[src/rtl/div_32_23_seq.sv]
// Sequential divide-by-23: 32-bit dividend, DIGIT_BITS per cycle, 28-bit quotient and 5-bit remainder.
// Optional build macro DIV23_SELFCHECK_EN adds a sticky err output that rechecks q*23+r.
module div_32_23_seq #(
    parameter int DIGIT_BITS = 4
) (
    input  logic        clk,
    input  logic        rst,
    input  logic        in_valid,
    output logic        in_ready,
    input  logic [31:0] in_x,
    output logic        out_valid,
    input  logic        out_ready,
    output logic [27:0] out_q,
    output logic [4:0]  out_r,
    output logic        busy
`ifdef DIV23_SELFCHECK_EN
    ,
    output logic        err
`endif
);

    localparam int N  = 32 / DIGIT_BITS;
    localparam int TW = 5 + DIGIT_BITS;

    typedef enum logic [1:0] {IDLE, RUN, DONE} state_t;

    state_t                state_q;
    logic [31:0]           sh_q;
    logic [4:0]            rem_q;
    logic [5:0]            cnt_q;
    logic                  in_ready_q;
    logic                  out_valid_q;
    logic                  busy_q;
    logic [27:0]           out_q_q;
    logic [4:0]            out_r_q;

    logic [TW-1:0]         t_d;
    logic [TW-1:0]         sub_d;
    logic [DIGIT_BITS-1:0] dig_d;
    logic [4:0]            rem_d;

    // Comparison ladder picks the largest multiple of 23 not above t.
    always_comb begin
        t_d   = {rem_q, sh_q[31 -: DIGIT_BITS]};
        dig_d = '0;
        sub_d = '0;
        for (int k = 1; k < (1 << DIGIT_BITS); k++) begin
            if (t_d >= TW'(23 * k)) begin
                dig_d = DIGIT_BITS'(k);
                sub_d = TW'(23 * k);
            end
        end
        rem_d = 5'(t_d - sub_d);
    end

    // Quotient digits shift into the low end of the dividend register.
    always_ff @(posedge clk or posedge rst) begin
        if (rst) begin
            state_q     <= IDLE;
            sh_q        <= '0;
            rem_q       <= '0;
            cnt_q       <= '0;
            in_ready_q  <= 1'b1;
            out_valid_q <= 1'b0;
            busy_q      <= 1'b0;
            out_q_q     <= '0;
            out_r_q     <= '0;
        end else begin
            unique case (state_q)
                IDLE: begin
                    if (in_valid) begin
                        sh_q       <= in_x;
                        rem_q      <= '0;
                        cnt_q      <= '0;
                        in_ready_q <= 1'b0;
                        busy_q     <= 1'b1;
                        state_q    <= RUN;
                    end
                end
                RUN: begin
                    sh_q  <= {sh_q[31-DIGIT_BITS:0], dig_d};
                    rem_q <= rem_d;
                    cnt_q <= cnt_q + 6'd1;
                    if (cnt_q == 6'(N - 1)) begin
                        out_q_q     <= {sh_q[27-DIGIT_BITS:0], dig_d};
                        out_r_q     <= rem_d;
                        out_valid_q <= 1'b1;
                        state_q     <= DONE;
                    end
                end
                DONE: begin
                    if (out_ready) begin
                        out_valid_q <= 1'b0;
                        in_ready_q  <= 1'b1;
                        busy_q      <= 1'b0;
                        state_q     <= IDLE;
                    end
                end
                default: state_q <= IDLE;
            endcase
        end
    end

    assign in_ready  = in_ready_q;
    assign out_valid = out_valid_q;
    assign out_q     = out_q_q;
    assign out_r     = out_r_q;
    assign busy      = busy_q;

`ifdef DIV23_SELFCHECK_EN
    logic [31:0] opnd_q;
    logic        err_q;
    logic [36:0] chk_d;

    assign chk_d = {9'd0, out_q_q} * 37'd23 + {32'd0, out_r_q};

    always_ff @(posedge clk or posedge rst) begin
        if (rst) begin
            opnd_q <= '0;
            err_q  <= 1'b0;
        end else begin
            if (state_q == IDLE && in_valid)
                opnd_q <= in_x;
            if (state_q == DONE &&
                (chk_d != {5'd0, opnd_q} || out_r_q > 5'd22))
                err_q <= 1'b1;
        end
    end

    assign err = err_q;
`endif

endmodule
[config.mk]
export PLATFORM = sky130hd
export DESIGN_NAME = div_32_23_seq
export DESIGN_NICKNAME = d
export VERILOG_FILES = /design/src/rtl/div_32_23_seq.sv
export SDC_FILE = /design/constraint.sdc
export NUM_CORES = 1
export LEC_CHECK = 0
export ABC_AREA = 1
export CAP_MARGIN = 30
export CORE_MARGIN = 3
export CORE_UTILIZATION = 60
export CTS_CLUSTER_DIAMETER = 100
export DETAILED_ROUTE_END_ITERATION = 12
export DONT_BUFFER_PORTS = 1
export PLACE_DENSITY = 0.76
export SETUP_SLACK_MARGIN = 0.02
export SKIP_CTS_REPAIR_TIMING = 1
export SLEW_MARGIN = 20
export SYNTH_ARGS = -nofsm -noshare
export SYNTH_HDL_FRONTEND = slang
export SYNTH_SLANG_ARGS = --single-unit
[constraint.sdc]
create_clock -name clk -period 6.63 [get_ports clk]
set_input_delay 1.326 -clock clk [delete_from_list [all_inputs] [get_ports clk]]
set_output_delay 1.326 -clock clk [all_outputs]
set_load 0.02 [all_outputs]
==> qor.csv <==
stage,metric,value,unit
floorplanning,CORE AREA,0.00639,mm2
timing,# setup viols final,0,
critical_path,r2r setup slk,3450,ps
drt,routed vias,3229,
synth,Synth cell types,46,
final_layout,final instance area,0.00419,mm2
cts,CTS sink count,81,
critical_path,Critical Path Max Stage Delay,520,ps
drt,vias per cell,5.94,
power,Leakage,0.00202,uW
synth,synthesized area,0.00397,mm2
place,Buffers on Ports,0,
timing,crit share post-route,47.9,%
final_layout,area of the multi-input gates,0.00162,mm2
final_layout,Seq. cell area,0.00203,mm2
synth,post-synth net total,508,
floorplanning,DIE HEIGHT,87.4,um
timing,Max Fclk,315,MHz
power,part of the power in registers,40.2,%
critical_path,startpoint types,flop,
place,Post-DP Area,0.00398,mm2
power,Peak VDD IR,339,uV
cts,H-Tree Depth,3,
timing,Slew HR,42.1,%
grt,initial antenna violation count,0,
critical_path,cell family with most CP delay,simple AND/OR/NAND/NOR gates,
synth,"Async S/R FF share, synth",100,%
grt,GRT Util Overall,25.8,%
power,Gate power share,45.9,%
synth,Synth top area share,50.4,%
grt,first-pass GRT wire length,15200,um
synth,top post-synthesis cells by area,"dfrtp_1 50%, nand2_1 13%, o21ai_0 5.9%",
cts,CTS Root Cell,clkbuf_8,
power,Cell Int Power,1340,uW
cts,CTS tree,yes,
synth,Main synth FF type,dfrtp_1,
drt,number of iterations in the first detailed-routing pass,5,
timing,fin crit period,3180,ps
synth,Yosys reg bits,81,
critical_path,CP Data Required Time,6870,ps
timing,Fin. Hold Viols,0,
power,P per Cell Area,618,mW/mm2
place,pre-CTS WS,3350,ps
power,switch share,48.5,%
grt,vias in the first global route,3128,
place,GPL Wtd Cong,0.922,
floorplanning,chip width,87.4,um
final_layout,Filler cells,551,
timing,WHS,518,ps
timing,max-slew violation count,0,
critical_path,CP endpoint kind,flop,
critical_path,WP data arrival,3420,ps
power,Clock power frac,13.9,%
timing,setup ws final,3450,ps
grt,largest net degree at the start of global routing,65,
critical_path,CP max-delay cell,dfrtp_1,
critical_path,CP Max Fanout,8,
synth,most numerous cell in the Yosys netlist,nand2_1,
drt,Routed Antenna Nets,0,
timing,worst-margin pin slew,869,ps
floorplanning,row count,29,
synth,Synth Instances,466,
worst_hold_path,Tightest Hold Check Type,flop to flop,
flow_run,MaxCap Viol Count,0,
status,status,"complete, no violations",
cts,clk_lat worst skew,350,ps
place,Detailed Place HPWL,6720,um
final_layout,layout net count,504,
critical_path,CP cell instances,"inv_1, nand2_1, inv_1, nand2_1, nor2_1, o21ai_1, nor2_1, nand2_1, nand3_1, nand2_1, nand2_1, nand2_1, nand2_1, nand2_2, ha_1, inv_1, fa_1, nand3_1, nand2_1, xor2_1, inv_1, nand3_1, nand3_1, nand2_1",
synth,syn avg cell area,8.52,um2
critical_path,most frequent CP cell,nand2_1,
drt,initial drt markers,235,
timing,RSZ-0062 raised after global routing,no,
final_layout,n_diodes,0,
timing,setup TNS,0,ps
floorplanning,die area,0.00763,mm2
cts,Worst-path clk slew,80,ps
cts,Inserted Clock Buffers,9,
synth,Synth area leader,dfrtp_1,
final_layout,P&R area growth vs syn,5.55,%
power,switching power total,1260,uW
synth,most frequent cells after synthesis,"135 x nand2_1, 80 x dfrtp_1, 53 x inv_1",
timing,clock skew,11.0,ps
drt,Avg WL per Cell,17.2,um
final_layout,layout cells sized above 1,7.92,%
synth,Post-synth EDFFs,0,
cts,Max Root-Sink Buffers,2,
synth,synth warn,0,
final_layout,final core occ,65.6,%
floorplanning,initial core utilization,62.2,%
grt,GRT Residual Overflow,0,
synth,register area share after synthesis,51.1,%
critical_path,CP bufs+invs,4,
floorplanning,# IOs,72,
drt,DRT Wirelength,9330,um
drt,DRC viols,0,
critical_path,WS Path Type,flop to flop,
layer usage:
metal / share of wire [%] / up-vias / wire length (um) / GRT usage [%]
li1: - / 1536 / - / -
met1: 43 / 1547 / 4040 / 34.5
met2: 47 / 134 / 4400 / 41.3
met3: 8.4 / 12 / 784 / 8.23
met4: 1.1 / 0 / 103 / 5.44
met5: 0 / - / 0 / 0
through the flow:
step	total power (uW)	std cells
after floorplan	1930	466
final	2590	544
after global routing	2810	544
after global placement	2160	527
after detailed placement	2210	527
after CTS	2570	543
registers in the layout (all words and copies together), names as in the netlist:
register / flops
rem_q: 5
out_r: 5
out_valid: 1
cnt_q: 6
in_ready: 1
state_q: 2
out_q: 28
sh_q: 32
busy: 1
logic make-up after synthesis:
group | after synthesis | synth area share [%]
DFF | 81 | 51.1
muxes | 1 | 0.252
AOI/OAI and AO/OA | 108 | 17.7
and+or+nand+nor | 190 | 19.8
xor gates and xnor gates | 4 | 0.882
buffers and inverters | 76 | 8.19
adders and majority gates | 6 | 2.08
path summary, 6_finish.rpt:
path,to,start,cells past startpoint
worst max-delay path,out_r[4],sh_q[30],24
worst min-delay path,in_ready,in_ready,2
worst max register to register,out_r[4],sh_q[30],24
worst min register to register,in_ready,in_ready,2
max in group asynchronous,cnt_q[4],rst,2
min in group asynchronous,out_q[22],rst,1
cells in the final DEF, fill, tap and decap left out, types with 2 or more instances in the layout:
master,instances
a21oi_1,10
a22oi_1,6
buf_4,2
clkbuf_1,2
clkbuf_8,10
clkinv_2,2
dfrtp_1,80
ha_1,5
inv_1,52
inv_2,4
nand2_1,135
nand2_2,3
nand3_1,16
nor2_1,20
nor2_2,3
nor2_4,2
nor3_1,7
o211ai_1,8
o21ai_0,47
o21ai_1,3
o221ai_1,17
o22ai_1,5
xor2_1,3
tightest hold or removal path, cell delays in order (launching register included):
cell and delay (ps):
dfstp_2 410, nand2_1 70, nand2_1 40
power groups by stage:
| stage | logic (uW) | clock network, uW | registers [uW] |
|---|---|---|---|
| CTS | 1170 | 364 | 1040 |
| floorplan | 946 | 0 | 980 |
| finish | 1190 | 361 | 1040 |
| detailed placement | 1160 | 0 | 1050 |
| global route | 1350 | 391 | 1070 |
| global placement | 1120 | 0 | 1040 |
layout make-up:
| class | count | share of cell area (%) |
|---|---|---|
| flip-flops and latches | 81 | 48.4 |
| multi-input cells | 309 | 38.6 |
| inverters | 58 | 5.28 |
| clock buffers | 12 | 3.46 |
| well taps | 77 | 2.30 |
| clock inverters | 4 | 1.25 |
| repair buffers | 3 | 0.716 |
(Power assumes the default switching activity.)
==> edit 1, RTL diff (same flow settings) <==
Set the parameter `DIGIT_BITS` to 2 (it was 4).
--- a/src/rtl/div_32_23_seq.sv
+++ b/src/rtl/div_32_23_seq.sv
@@ -3,3 +3,3 @@
 module div_32_23_seq #(
-    parameter int DIGIT_BITS = 4
+    parameter int DIGIT_BITS = 2
 ) (
Formal check against the unedited RTL: not equivalent (a bounded check fails within 10 cycles, from zero or initial values and one cycle with rst high).
==> edit 1 against the original RTL <==
Total power down 19%; setup slack better by 800 ps; sequential cell count did not move; synthesized area fell by 10%; sequential power fell by 5%; routed wire length is 22% lower; first-iteration DRC count down 51%; design area fell by 9.6%.
==> edit 1: results (changes against the original RTL) <==
Layout
  • CLK BUF: 11 (was 12)
  • Inverters: 45 (was 58)
  • Clock-cell share: 4.855% (was 4.716%)
  • Non-Clock Buffer Count: 5 (was 3)
  • Fraction of area in multi-input gates: 33.03% (was 38.60%)
  • Non-Filler Instances: 442 (was 544)
  • Fin nets: 409 (was 504)
  • Post-route cell area: 3789 µm² (was 4192 µm²)
  • Fillers: 441 (was 551)
  • #MultiIn Comb: 225 (was 309)

STA
  • Final Hold Slack: 500.1 ps (was 517.6 ps)
  • Period minus WS final: 2374 ps (was 3177 ps)
  • Clk_skew: 5.503 ps (was 11.01 ps)
  • Relative slew slack: 56.90% (was 42.09%)

CTS
  • Htree depth: 3 (unchanged)
  • Inserted Clock Buffers: 9 (unchanged)

Drt
  • DR vias: 2522 (was 3229)
  • Drt total wl: 7289 µm (was 9332 µm)
  • Detailed Routing Iterations Pass 1: 4 (was 5)
  • WL met1: 3199 µm (was 4043 µm)
  • Met3 routed WL: 524 µm (was 784 µm)
  • DR WL met2: 3475 µm (was 4401 µm)
  • First DRT Iteration DRCs: 114 (was 235)

Synthesis
  • Commonest cells in the netlist: nand2_1 (88), dfrtp_1 (80), inv_1 (41), o21ai_0 (33), a22oi_1 (27) (was nand2_1 (135), dfrtp_1 (80), inv_1 (53), o21ai_0 (47), nor2_1 (20))
  • Seq/Total Area, Yosys: 56.94% (was 51.07%)
  • Mux contribution to synthesized area: 0% (was 0.2520%)
  • Yosys cell types: 28 (was 46)
  • Adder-cell share of the synthesized area: 2.318% (was 2.079%)
  • Compound-gate portion of the synthesized area: 19.07% (was 17.67%)
  • Post-synthesis xor/xnor area fraction: 0.9835% (was 0.8822%)
  • Synth area leaders: dfrtp_1 (56%), nand2_1 (9.3%), a22oi_1 (5.7%) (was dfrtp_1 (50%), nand2_1 (13%), o21ai_0 (5.9%))

Critical path
  • RR Startpoint: rem_q[2] (was sh_q[30])
  • Worst reg2reg path depth: 16 (was 24)
  • Top fanout value on the critical path: 5 (was 8)
  • CP Data Arrival Time: 2600 ps (was 3420 ps)
  • CP peak stage delay: 420 ps (was 520 ps)
  • Setup slack, reg-to-reg: 4260 ps (was 3450 ps)

Min path
  • WHS Endpoint: sh_q[27] (was in_ready)
  • Hold Startpoint: sh_q[27] (was in_ready)

Global route
  • First-pass GRT wire length: 12630 µm (was 15190 µm)
  • GR Util All Layers: 22.65% (was 25.77%)
  • Number of global-route vias before repair: 2586 (was 3128)
  • Largest net degree at the start of global routing: 43 (was 65)

Placement
  • Final HPWL DP: 5050 µm (was 6720 µm)
  • Routability cong.: 0.8778 (was 0.9218)
  • Placed insts: 427 (was 527)
  • Dpl ws: 3901 ps (was 3353 ps)
  • Placed cell areas: 3590 µm² (was 3979 µm²)
  • Port Buffer Count: 0 (unchanged)

Power and ir drop
  • Max IR drop VDD: 0.2702 mV (was 0.3386 mV)
  • Cell leakage power: 1.835 nW (was 2.016 nW)

Die
  • Placeable Area: 5642 µm² (was 6386 µm²)

Status
  • Outcome: completed (unchanged)
-- edit 1: cell count changes in the layout (fill, tap and decap cells not counted), sizes merged, moves of 2 or more --
| cell | unedited run | this run |
|---|---|---|
| buf | 3 | 5 |
| nand2 | 139 | 91 |
| nand3 | 16 | 9 |
| a22oi | 7 | 27 |
| o21ai | 51 | 63 |
| inv | 58 | 44 |
| o211ai | 8 | 2 |
| xnor2 | 1 | 3 |
| xor2 | 3 | 1 |
| o221ai | 17 | 1 |
| nor3 | 7 | 0 |
| o22ai | 5 | 3 |
| nor2 | 25 | 10 |
| a21oi | 11 | 5 |
-- edit 1: per-layer routing --
layer / GRT usage, % / vias to the layer above
li1: - / 1207
met1: 32.71 / 1229
met2: 33.24 / 76
met3: 5.357 / 10
met4: 9.064 / 0
met5: 0 / -
-- edit 1: critical path: cells and delay by family (launching register included) --
family / cells / cell delay [ps]
compound gates: 1 / 140
flops: 1 / 420
simple gates: 12 / 1040
buf+inv: 1 / 40
fa+ha+maj: 2 / 630
-- edit 1: report_power, final --
group	leakage (nW)	internal, W	switching [W]	total [W]
Sequential	1.01	0.000721	0.000262	0.000983
Clock	0.0913	0.000180	0.000161	0.000341
Combinational	0.735	0.000308	0.000480	0.000789
-- edit 1: how the worst max path moves through the flow --
stage                  start  endpoint  slack [ps]
detailed placement  in_valid  cnt_q[5]        3900
global route        rem_q[2]  out_r[4]        4060
global placement    in_valid  cnt_q[1]        3700
finish              rem_q[2]  rem_q[4]        4260
floorplan                rst      busy        3230
CTS                 rem_q[2]  rem_q[4]        4250
-- edit 1: cells by family after synthesis --
| kind of cell | Yosys count |
|---|---|
| simple gates | 111 |
| compound gates | 104 |
| flops | 81 |
| buf+inv | 61 |
| fa+ha+maj | 6 |
| xor+xnor | 4 |
==> edit 2, RTL diff (same settings) <==
Without the edit above. Re-encode `state_t` (3 states) as one-hot, 3 bits wide.
--- a/src/rtl/div_32_23_seq.sv
+++ b/src/rtl/div_32_23_seq.sv
@@ -24,3 +24,3 @@
 
-    typedef enum logic [1:0] {IDLE, RUN, DONE} state_t;
+    typedef enum logic [2:0] {IDLE = 3'b001, RUN = 3'b010, DONE = 3'b100} state_t;
 
Check against the original RTL: same outputs for any inputs over 4 cycles, from zero or initial values and one cycle with rst high; so few cycles prove little.
==> edit 2 against the original RTL <==
Design area increased by 2.7%; synthesized cell count increased by 4.5%; total power decreased by 20%; setup slack got worse by 250 ps; sequential cell count increased by 1; sequential share of layout area decreased by 0.64 points; cell count increased by 3.5%; first-iteration DRC count increased by 1.7%; routed wire length increased by 1.6%; combinational power decreased by 20%; synthesized area increased by 0.85%.
==> edit 2: results (changes against the original RTL) <==
Layout
  • Ratio of cells with drive above 1 in the final layout: 8.436% (was 7.923%)
  • Max FFs per register: 32 (unchanged)
  • Biggest register: sh_q (unchanged)
  • Ant diodes: 0 (unchanged)
  • Fillers: 515 (was 551)
  • Fin nets: 523 (was 504)

Global route
  • First-pass GRT wire length: 15100 µm (was 15190 µm)
  • Number of global-route vias before repair: 3094 (was 3128)
  • GR Util All Layers: 25.22% (was 25.77%)
  • Largest net degree at the start of global routing: 65 (unchanged)
  • Initial antenna violation count: 0 (unchanged)

Synthesis
  • Commonest cells in the netlist: nand2_1 (125), dfrtp_1 (80), o21ai_0 (56), inv_1 (50), nor2_1 (31) (was nand2_1 (135), dfrtp_1 (80), inv_1 (53), o21ai_0 (47), nor2_1 (20))
  • Seq/Total Area, Yosys: 51.30% (was 51.07%)
  • Synth area leaders: dfrtp_1 (50%), nand2_1 (12%), o21ai_0 (7.0%) (was dfrtp_1 (50%), nand2_1 (13%), o21ai_0 (5.9%))
  • YS warnings: 0 (unchanged)
  • Top_reg_cell synth: dfrtp_1 (unchanged)
  • Syn nets: 529 (was 508)
  • Ys async rst share: 100.0% (unchanged)
  • Yosys cell types: 39 (was 46)

CTS
  • Clock Latency Late Sink: 340 ps
  • Clock Tree Root: clkbuf_8 (unchanged)
  • Clk slew on worst S/H paths: 80 ps (about the same)
  • Longest Clk Path Bufs: 2 (unchanged)
  • Inserted Clock Buffers: 9 (unchanged)
  • Htree depth: 3 (unchanged)

STA
  • Worst Max-Slew Pin Slew: 836.8 ps (was 868.7 ps)
  • Clk_skew: 13.49 ps (was 11.01 ps)

Drt
  • First DRT Iteration DRCs: 239 (was 235)
  • Routed WL per cell: 16.85 µm (was 17.15 µm)
  • Detailed Routing Iterations Pass 1: 4 (was 5)
  • Via density: 5.917 (was 5.936)
  • Detail Route Antenna Nets: 0 (unchanged)

Critical path
  • Top fanout value on the critical path: 10 (was 8)
  • CP Data Arrival Time: 3640 ps (was 3420 ps)

Status
  • Outcome: completed (unchanged)

Placement
  • Port Buffer Count: 0 (unchanged)
  • Final HPWL DP: 6814 µm (was 6720 µm)
  • Placed cell areas: 4064 µm² (was 3979 µm²)
  • Routability cong.: 0.9467 (was 0.9218)
  • Dpl ws: 3075 ps (was 3353 ps)

Min path
  • Worst Hold Class: flop to flop (unchanged)

Power and ir drop
  • Cell leakage power: 2.085 nW (was 2.016 nW)
  • Max IR drop VDD: 0.2661 mV (was 0.3386 mV)
-- edit 2: metal layers --
| metal | global-route usage (%) | wire length [µm] | vias to the layer above |
|---|---|---|---|
| li1 | - | - | 1595 |
| met1 | 36.54 | 4454 | 1608 |
| met2 | 39.45 | 4345 | 117 |
| met3 | 4.986 | 615 | 11 |
| met4 | 5.858 | 69 | 0 |
| met5 | 0 | 0 | - |
-- edit 2: cells by family (layout without fill, tap and decap cells) --
group / count (synthesis) / after routing / synth area share, %
AND/OR/NAND/NOR: 187 / 187 / 19.06
AO/OA/AOI/OAI: 128 / 128 / 18.96
flip-flops: 82 / 82 / 51.30
buffers and inverters: 80 / 79 / 7.748
adder cells (fa/ha/maj): 6 / 6 / 2.062
XOR/XNOR: 4 / 4 / 0.8749
-- edit 2: cell type report --
cell class | count | area [µm²] | area share (%)
Sequential cell | 82 | 2054 | 47.75
Multi-Input combinational cell | 325 | 1648 | 38.30
Inverter | 59 | 222.7 | 5.176
Clock buffer | 11 | 151.4 | 3.518
Tap cell | 77 | 96.34 | 2.239
Timing Repair Buffer | 4 | 70.07 | 1.628
Clock inverter | 5 | 60.06 | 1.396
-- edit 2: per-stage QoR --
stage	hold slack, ps	cells
final	509.9	563
after global routing	546.6	563
after detailed placement	499.0	546
after CTS	506.6	562
after global placement	476.2	545
after floorplan	458.4	487
-- edit 2: path summary, 6_finish.rpt --
check	start	slack (ps)	endpoint	cells after the start
max	sh_q[30]	3210	rem_q[4]	26
min	cnt_q[5]	510	cnt_q[5]	1
max reg2reg	sh_q[30]	3210	rem_q[4]	26
min reg2reg	cnt_q[5]	510	cnt_q[5]	1
max in group asynchronous	rst	4710	sh_q[24]	2
min in group asynchronous	rst	990	out_q[10]	1
-- edit 2: worst max-delay path: stages, from the launching register on --
cell,delay [ps]
dfrtp_1,570
nand2_1,170
nand3b_1,230
nand2_1,130
nand2_1,80
nand2_1,70
nand2_1,40
nand2_1,60
nand2_1,50
nand2_1,60
nand2_1,50
nand2_1,50
nand2_1,50
nand2_1,60
nand2_1,50
nand2_1,70
nand2_1,60
nand2_2,120
ha_1,160
inv_1,60
fa_1,390
nand3_1,100
nand2_1,70
xor2_1,170
or2_1,250
nand3_1,80
o21ai_1,60
-- edit 2: power by group --
group | total (W) | internal (W) | switching, W
Sequential | 0.000743 | 0.000630 | 0.000113
Combinational | 0.000951 | 0.000320 | 0.000631
Clock | 0.000377 | 0.000196 | 0.000181
